## src/rtl/alu_flag_branch_unit_pkg.sv

```systemverilog
// Shared definitions for the ALU_16 flag consumer / branch resolver.
// Provides the branch condition codes and the bit positions of n/z/v
// inside the 3-bit {n,z,v} status word.
package alu_flag_branch_unit_pkg;

  typedef enum logic [2:0] {
    BR_AL = 3'd0,  // always
    BR_EQ = 3'd1,  // z
    BR_NE = 3'd2,  // !z
    BR_LT = 3'd3,  // n ^ v
    BR_GE = 3'd4,  // !(n ^ v)
    BR_MI = 3'd5,  // n
    BR_VS = 3'd6,  // v
    BR_NV = 3'd7   // never
  } br_cond_e;

  localparam int unsigned FLAG_V = 0;
  localparam int unsigned FLAG_Z = 1;
  localparam int unsigned FLAG_N = 2;

endpackage

```

## src/rtl/flag_cond_eval.sv

```systemverilog
// Combinational branch-condition evaluator.
// Ports:
//   cond  - 3-bit condition code (br_cond_e encoding)
//   n,z,v - flag values to evaluate against
//   taken - 1 when the condition holds
module flag_cond_eval
  import alu_flag_branch_unit_pkg::*;
(
  input  logic [2:0] cond,
  input  logic       n,
  input  logic       z,
  input  logic       v,
  output logic       taken
);

  always_comb begin
    taken = 1'b0;
    case (br_cond_e'(cond))
      BR_AL: taken = 1'b1;
      BR_EQ: taken = z;
      BR_NE: taken = ~z;
      BR_LT: taken = n ^ v;
      BR_GE: taken = ~(n ^ v);
      BR_MI: taken = n;
      BR_VS: taken = v;
      BR_NV: taken = 1'b0;
      default: taken = 1'b0;
    endcase
  end

endmodule

```

## src/rtl/alu_flag_branch_unit.sv

```systemverilog
// Consumer end of the ALU_16 flag interface.
// Latches z/v/n into a status register, tracks flag-setting ops in flight,
// and resolves conditional branches once their flags are current.
// Ports:
//   clk, rst_n                 - clock, async active-low reset
//   flag_issue / issue_ready   - flag-setting op issue handshake
//   flag_valid, flag_z/v/n     - ALU_16 flag writeback
//   br_valid / br_ready        - branch request handshake
//   br_cond, br_target         - branch condition and target
//   res_valid/taken/target     - registered resolution (1-cycle pulse)
//   flags_q                    - {n,z,v} status register
//   err_spur                   - sticky: writeback seen with nothing pending
module alu_flag_branch_unit
  import alu_flag_branch_unit_pkg::*;
#(
  parameter int unsigned MAX_PEND = 3,
  parameter int unsigned AW       = 16
) (
  input  logic          clk,
  input  logic          rst_n,
  input  logic          flag_issue,
  output logic          issue_ready,
  input  logic          flag_valid,
  input  logic          flag_z,
  input  logic          flag_v,
  input  logic          flag_n,
  input  logic          br_valid,
  output logic          br_ready,
  input  logic [2:0]    br_cond,
  input  logic [AW-1:0] br_target,
  output logic          res_valid,
  output logic          res_taken,
  output logic [AW-1:0] res_target,
  output logic [2:0]    flags_q,
  output logic          err_spur
);

  localparam int unsigned CW = $clog2(MAX_PEND + 1);

  logic [CW-1:0] pend_cnt;
  logic          issue_acc;
  logic          cnt_dec;
  logic          spurious;
  logic          forward;
  logic          uncond;
  logic [2:0]    flags_in;
  logic [2:0]    eval_flags;
  logic          cond_taken;
  logic          br_acc;

  assign flags_in    = {flag_n, flag_z, flag_v};
  assign issue_ready = (pend_cnt < CW'(MAX_PEND));
  assign issue_acc   = flag_issue & issue_ready;
  assign cnt_dec     = flag_valid & (pend_cnt != '0);
  assign spurious    = flag_valid & (pend_cnt == '0);

  // The only outstanding op writes back this cycle and no newer op issues
  // ahead of the branch: its flags can be used directly.
  assign forward     = (pend_cnt == CW'(1)) & flag_valid & ~issue_acc;
  assign uncond      = (br_cond_e'(br_cond) == BR_AL) | (br_cond_e'(br_cond) == BR_NV);
  assign br_ready    = uncond | (pend_cnt == '0) | forward;
  assign br_acc      = br_valid & br_ready;
  assign eval_flags  = forward ? flags_in : flags_q;

  flag_cond_eval u_cond_eval (
    .cond  (br_cond),
    .n     (eval_flags[FLAG_N]),
    .z     (eval_flags[FLAG_Z]),
    .v     (eval_flags[FLAG_V]),
    .taken (cond_taken)
  );

  always_ff @(posedge clk or negedge rst_n) begin
    if (!rst_n) begin
      pend_cnt   <= '0;
      flags_q    <= '0;
      err_spur   <= 1'b0;
      res_valid  <= 1'b0;
      res_taken  <= 1'b0;
      res_target <= '0;
    end else begin
      case ({issue_acc, cnt_dec})
        2'b10:   pend_cnt <= pend_cnt + CW'(1);
        2'b01:   pend_cnt <= pend_cnt - CW'(1);
        default: pend_cnt <= pend_cnt;
      endcase
      if (flag_valid) flags_q <= flags_in;
      if (spurious) err_spur <= 1'b1;
      res_valid <= br_acc;
      if (br_acc) begin
        res_taken  <= cond_taken;
        res_target <= br_target;
      end
    end
  end

endmodule

```

## config.mk

```make
export PLATFORM = sky130hd
export DESIGN_NAME = alu_flag_branch_unit
export DESIGN_NICKNAME = d
export VERILOG_FILES = /design/src/rtl/alu_flag_branch_unit_pkg.sv /design/src/rtl/flag_cond_eval.sv /design/src/rtl/alu_flag_branch_unit.sv
export SDC_FILE = /design/constraint.sdc
export NUM_CORES = 1
export LEC_CHECK = 0
export ABC_AREA = 1
export CAP_MARGIN = 20
export CORE_MARGIN = 1.5
export CORE_UTILIZATION = 31
export CTS_CLUSTER_SIZE = 14
export DETAILED_ROUTE_END_ITERATION = 8
export SYNTH_ARGS = -nofsm -noshare
export SYNTH_HDL_FRONTEND = slang
export SYNTH_HIERARCHICAL = 1
export SYNTH_SLANG_ARGS = --single-unit
```

## constraint.sdc

```tcl
create_clock -name clk -period 2.3 [get_ports clk]
set_input_delay 0.23 -clock clk [delete_from_list [all_inputs] [get_ports clk]]
set_output_delay 0.23 -clock clk [all_outputs]
set_load 0.005 [all_outputs]
```

==> impl_metrics.json, run 1 <==
{
  "status": "finished clean",
  "synth-seq-cells": 24,
  "setup_viol_count_final": 0,
  "seqCellArea_um2": 601,
  "finalWeightedCongestion": 0.853,
  "drt_pass1_iterations": 4,
  "grt_usage_pct": 15.6,
  "syn_inst": 145,
  "yosysTopAreaCell": "dfrtp_1",
  "finalSetupTns_ns": 0,
  "initial_core_util_pct": 32.5,
  "clock_path_buffers": 2,
  "reg2reg_depth": 12,
  "final_hold_viol_count": 0,
  "synth.distinct_cells": 20,
  "relSlewSlack_pct": 68.3,
  "maxCapViolations": 0,
  "die_area_mm2": 0.00428,
  "reg2reg_from": "pend_cnt[0]$_DFFE_PN0P_",
  "yosysSeqAreaShare_pct": 49.7,
  "avgSynthCellArea_um2": 8.34,
  "clk_pin_slew_worst_paths_ns": 0.08,
  "n_fill_cell": 361,
  "die_h_um": 65.4,
  "syn_nets": 176,
  "drc": 0,
  "yosys_warnings": 6,
  "dpl_worst_slack_ns": 0.324,
  "grt_overflow": 0,
  "highest_layer": "met4",
  "power_uw": 1870,
  "arrival_ns": 1.76,
  "critPathCaptureType": "primary output",
  "viasPerCell": 4.68,
  "multi_input_area_um2": 520,
  "r2r_slack_ns": 0.37,
  "rsz0062_at_grt": "false",
  "min_path_type": "primary input to async pin",
  "critPathMaxStageDelay_ns": 0.48,
  "critPathSlowestCell": "clkdlybuf4s50_1",
  "postCtsSetupBuffers": 0,
  "cp_top_family": "buffers and inverters",
  "layout_common_cells": "51 x nand2_1, 50 x clkdlybuf4s50_1, 24 x dfrtp_1",
  "maxSlewViolCount": 0,
  "ir_drop_mv": 0.291,
  "worst_pin_slew_ns": 0.474,
  "wire_per_inst_um": 12.2,
  "h-tree-depth": 1,
  "start_kind": "flip-flop",
  "final.min_clock_period_ns": 1.99,
  "skew_ns": 0.00473,
  "cp_common_cell": "nand2_4",
  "r2r_end": "res_taken$_DFFE_PN0P_",
  "grt_pass1_wl_um": 5210,
  "antenna_found_initial": 0,
  "ctsHoldBuffers": 0,
  "path_max_fanout": 8,
  "routed_wl_um": 2990,
  "core-area_mm2": 0.00372,
  "synth.top_cell.area_share_pct": 49.7,
  "utilization_pct": 48.6,
  "cts_tree": "done",
  "worstSetupPathType": "flip-flop to primary output",
  "p_leak_uw": 0.000888,
  "clkSinkCount": 24,
  "syn_area_mm2": 0.00121,
  "n_antenna_cell": 0,
  "syn2layout_area_growth_pct": 49.4,
  "drive_gt1_share_pct": 7.11,
  "io_buffers": 50,
  "cp_cell_sequence": "ha_1, inv_1, nand2_4, nand2_4, nand4_4, clkdlybuf4s50_1",
  "finalCritPeriodShare_pct": 86.5,
  "pin_count": 51,
  "cts_root_buf": "clkbuf_8",
  "required_ns": 2.07,
  "ant_nets": 0,
  "final_common_cell": "nand2_1",
  "dpl.hpwl_um": 2230,
  "drt_iter0_drc": 47,
  "p_per_area_mw_per_mm2": 1040,
  "die-width_um": 65.4,
  "cp.depth": 6,
  "final.setup.worst_slack_ns": 0.311,
  "critical_path_buf_inv_count": 2,
  "synth_area_leaders": "dfrtp_1 50%, nand2_1 16%, nand3_1 7.9%",
  "wl_met1_um": 1360,
  "grt_max_degree": 25,
  "num_vias": 1147,
  "layout.nets": 230,
  "max_clock_freq_ghz": 0.503,
  "wl_met2_um": 1410,
  "cts_resized": 0,
  "cts_buffers": 3,
  "wl_met3_um": 212,
  "clkLatencyLatePin_ns": 0.26,
  "num_rows": 22,
  "grt_pass1_vias": 1202
}
layer usage:
metal / track usage, % / up-vias
met5: 0 / -
met4: 3.91 / 0
met3: 2.40 / 2
met2: 28.2 / 53
met1: 19.3 / 530
li1: - / 562
how the worst max path moves through the flow:
stage,startpoint,to,slack [ns]
floorplan,pend_cnt[0]$_DFFE_PN0P_,res_taken$_DFFE_PN0P_,0.67
global placement,br_cond[1],br_ready,0.41
detailed placement,flag_valid,res_taken$_DFFE_PN0P_,0.32
CTS,pend_cnt[0]$_DFFE_PN0P_,br_ready,0.29
global route,pend_cnt[0]$_DFFE_PN0P_,res_taken$_DFFE_PN0P_,0.14
finish,pend_cnt[0]$_DFFE_PN0P_,br_ready,0.31
registers in the layout, summed over array words and instances (netlist names):
name and flops:
err_spur 1, res_taken 1, res_valid 1, pend_cnt 2, res_target 16, flags_q 3
stage by stage:
step | cells | hold WS, ns | instance area, um2
4_1_cts | 245 | 0.335 | 1810
5_1_grt | 245 | 0.355 | 1810
2_1_floorplan | 145 | -0.0656 | 1210
3_3_place_gp | 242 | 0.454 | 1760
3_5_place_dp | 242 | 0.461 | 1760
6_report | 245 | 0.324 | 1810
cell type report:
cell class	instances	area share, %
Tap cell	48	3.33
Clock buffer	3	2.29
Multi-Input combinational cell	101	28.8
Inverter	16	3.33
Timing Repair Buffer	53	29.0
Sequential cell	24	33.3
cell families after synthesis:
family / synth area share, %
AO/OA/AOI/OAI: 5.69
AND/OR/NAND/NOR: 31.8
flip-flops: 49.7
adder cells (fa/ha/maj): 4.14
XOR/XNOR: 1.45
buffers and inverters: 7.25
synth_stat cells:
cell type	n
nand2_1	51
dfrtp_1	24
nand3_1	19
inv_1	14
nor2_1	8
a21oi_1	5
ha_1	4
o21ai_0	4
nand2_4	3
inv_2	2
xnor2_1	2
buf_2	1
buf_4	1
buf_6	1
clkbuf_1	1
nand4_1	1
nand4_4	1
nor2_2	1
o21ai_4	1
o21bai_1	1
power breakdown:
group | total, uW | leakage [uW] | switching, uW | internal, uW
sequential | 690 | 0.000292 | 96.2 | 594
combinational | 935 | 0.000574 | 423 | 512
clock | 245 | 0.0000216 | 128 | 117
total | 1870 | 0.000888 | 647 | 1220
Power figures use the tool's default switching activity.
==> run 2: changes to the inputs <==
--- a/config.mk
+++ b/config.mk
@@ -13,5 +13,4 @@
 export DETAILED_ROUTE_END_ITERATION = 8
 export SYNTH_ARGS = -nofsm -noshare
 export SYNTH_HDL_FRONTEND = slang
-export SYNTH_HIERARCHICAL = 1
 export SYNTH_SLANG_ARGS = --single-unit
==> constraint.sdc (replaced) <==
create_clock -name clk -period 2.6 [get_ports clk]
set_input_delay 0.26 -clock clk [delete_from_list [all_inputs] [get_ports clk]]
set_output_delay 0.26 -clock clk [all_outputs]
set_load 0.005 [all_outputs]
==> impl_metrics.json, run 2 <==
{
  "status": "finished clean",
  "clk_pin_slew_worst_paths_ns": 0.09,
  "synth_area_leaders": "dfrtp_1 50%, nand2_1 23%, nand3_1 5.8%",
  "drc": 0,
  "synth-seq-cells": 24,
  "synth_commonest_cells": "75 x nand2_1, 24 x dfrtp_1, 14 x nand3_1",
  "final_hold_viol_count": 0,
  "yosys_warnings": 0,
  "wire_per_inst_um": 10.8,
  "grt_overflow": 0,
  "async_flop_share_pct": 100,
  "maxCapViolations": 0,
  "die_h_um": 65.5,
  "reg2reg_depth": 9,
  "viasPerCell": 4.41,
  "yosysSeqAreaShare_pct": 49.6,
  "critical_path_buf_inv_count": 2,
  "postLayoutCellArea_mm2": 0.00183,
  "n_antenna_cell": 0,
  "arrival_ns": 1.88,
  "worst_pin_slew_ns": 0.302,
  "routed_wl_um": 2750,
  "path_max_fanout": 7,
  "layout_common_cells": "75 x nand2_1, 50 x clkdlybuf4s50_1, 24 x dfrtp_1",
  "max_clock_freq_ghz": 0.468,
  "worstSetupPathType": "flip-flop to primary output",
  "utilization_pct": 49.2,
  "h-tree-depth": 1,
  "dpl.hpwl_um": 2130,
  "r2r_end": "res_target[5]$_DFFE_PN0P_",
  "core-area_mm2": 0.00372,
  "critPathSlowestCell": "clkdlybuf4s50_1",
  "avgSynthCellArea_um2": 7.86,
  "pin_count": 51,
  "drt_iter0_drc": 81,
  "layout.nets": 239,
  "cts_root_buf": "clkbuf_8",
  "initial_core_util_pct": 32.6,
  "ir_drop_mv": 0.346,
  "clkSinkCount": 24,
  "syn_area_mm2": 0.00121,
  "postCtsSetupBuffers": 0,
  "final.min_clock_period_ns": 2.14,
  "die-width_um": 65.5,
  "synth-edff-count": 0,
  "min_path_type": "primary input to async pin",
  "syn_nets": 185,
  "grt_max_degree": 25,
  "synth.top_cell.area_share_pct": 49.6,
  "cp_cell_sequence": "ha_1, inv_1, nand2_1, nand2_4, nand2_2, clkdlybuf4s50_1",
  "largest_reg_flops": 16,
  "critPathCaptureType": "primary output",
  "finalSetupTns_ns": 0,
  "io_buffers": 50,
  "required_ns": 2.34,
  "finalWeightedCongestion": 0.845,
  "syn2layout_area_growth_pct": 51.0,
  "critPathMaxStageDelay_ns": 0.45,
  "cts_tree": "done",
  "drt_pass1_iterations": 4,
  "p_leak_uw": 0.000921,
  "maxSlewViolCount": 0,
  "r2r_slack_ns": 0.88,
  "ctsHoldBuffers": 0,
  "p_per_area_mw_per_mm2": 906,
  "grt_pass1_wl_um": 4620,
  "final_common_cell": "nand2_1",
  "cts_resized": 0,
  "cts_buffers": 3,
  "grt_usage_pct": 13.9,
  "ant_nets": 0,
  "synthFlopType": "dfrtp_1",
  "rsz0062_at_grt": "false",
  "reg2reg_from": "pend_cnt[0]$_DFFE_PN0P_",
  "dpl_cell_area_mm2": 0.00176,
  "num_vias": 1125,
  "yosysTopAreaCell": "dfrtp_1",
  "relSlewSlack_pct": 79.8,
  "yosysMostFrequentCell": "nand2_1",
  "syn_inst": 154,
  "cp_top_family": "buffers and inverters",
  "clock_path_buffers": 2,
  "finalCritPeriodShare_pct": 82.2,
  "synth.distinct_cells": 17,
  "power_uw": 1650,
  "setup_viol_count_final": 0,
  "drive_gt1_share_pct": 7.25,
  "start_kind": "flip-flop",
  "num_rows": 22,
  "die_area_mm2": 0.00429,
  "skew_ns": 0.00597,
  "clkLatencyLatePin_ns": 0.27,
  "largestRegisters": "res_target (16), flags_q (3), pend_cnt (2)",
  "grt_pass1_vias": 1103,
  "largest-register": "res_target",
  "antenna_found_initial": 0
}
[run 2: cell types whose count changed after synthesis, sizes merged, moves of 2 or more]
cell | previous run | this run
a21oi | 5 | 1
nand2 | 54 | 82
inv | 16 | 13
nand4 | 2 | 0
nand3 | 19 | 14
nor2 | 9 | 6
[run 2: per-stage QoR]
stage	setup slack (ns)	hold slack, ns	cells
6_report	0.463	0.338	255
5_1_grt	0.354	0.357	255
4_1_cts	0.450	0.348	255
3_5_place_dp	0.594	0.464	251
3_3_place_gp	0.624	0.454	251
2_1_floorplan	1.06	-0.0356	154
[run 2: worst reg2reg max path, cell delays in order (launching register included)]
cell,delay [ns]
dfrtp_1,0.43
ha_1,0.21
inv_1,0.08
nand2_1,0.19
nand2_4,0.16
nand2_2,0.09
nand2_4,0.20
inv_6,0.12
nand2_1,0.09
nand2_1,0.05
[run 2: cell families (layout without fill, tap and decap cells)]
| logic type | after synthesis | count (layout) | share of synthesized area [%] |
|---|---|---|---|
| fa+ha+maj | 4 | 4 | 4.14 |
| compound gates | 6 | 6 | 2.69 |
| buf+inv | 16 | 69 | 6.72 |
| flops | 24 | 24 | 49.6 |
| xor+xnor | 2 | 2 | 1.45 |
| simple gates | 102 | 102 | 35.4 |
[run 2: worst max-delay path by stage]
| stage | from | to | slack [ns] | cells after the start |
|---|---|---|---|---|
| 2_1_floorplan | pend_cnt[0]$_DFFE_PN0P_ | res_target[10]$_DFFE_PN0P_ | 1.06 | 10 |
| 3_3_place_gp | br_cond[1] | br_ready | 0.62 | 6 |
| 3_5_place_dp | flag_valid | br_ready | 0.59 | 6 |
| 4_1_cts | pend_cnt[0]$_DFFE_PN0P_ | br_ready | 0.45 | 6 |
| 5_1_grt | pend_cnt[0]$_DFFE_PN0P_ | br_ready | 0.35 | 6 |
| 6_report | pend_cnt[0]$_DFFE_PN0P_ | br_ready | 0.46 | 6 |
[run 2: power breakdown]
part           total (uW)  switching, uW  leakage [uW]  internal [uW]
Combinational         729            321      0.000594            407
Sequential            603           86.7      0.000291            516
Clock                 323            118     0.0000357            206
Total                1650            526      0.000921           1130
[run 2: layer usage]
layer / track usage, % / part of all wire [%] / up-vias
li1: - / - / 578
met1: 18.1 / 44 / 504
met2: 23.1 / 49 / 38
met3: 1.71 / 5.3 / 5
met4: 6.51 / 2.0 / 0
met5: 0 / 0 / -
[run 2: cell type report]
type	count	area [um2]
tap	48	60.1
clock inverter	1	30.0
clock buffer	3	41.3
multi-input combinational	114	528
sequential	24	601
inverter	14	58.8
timing repair buffer	51	508
fill	371	1890
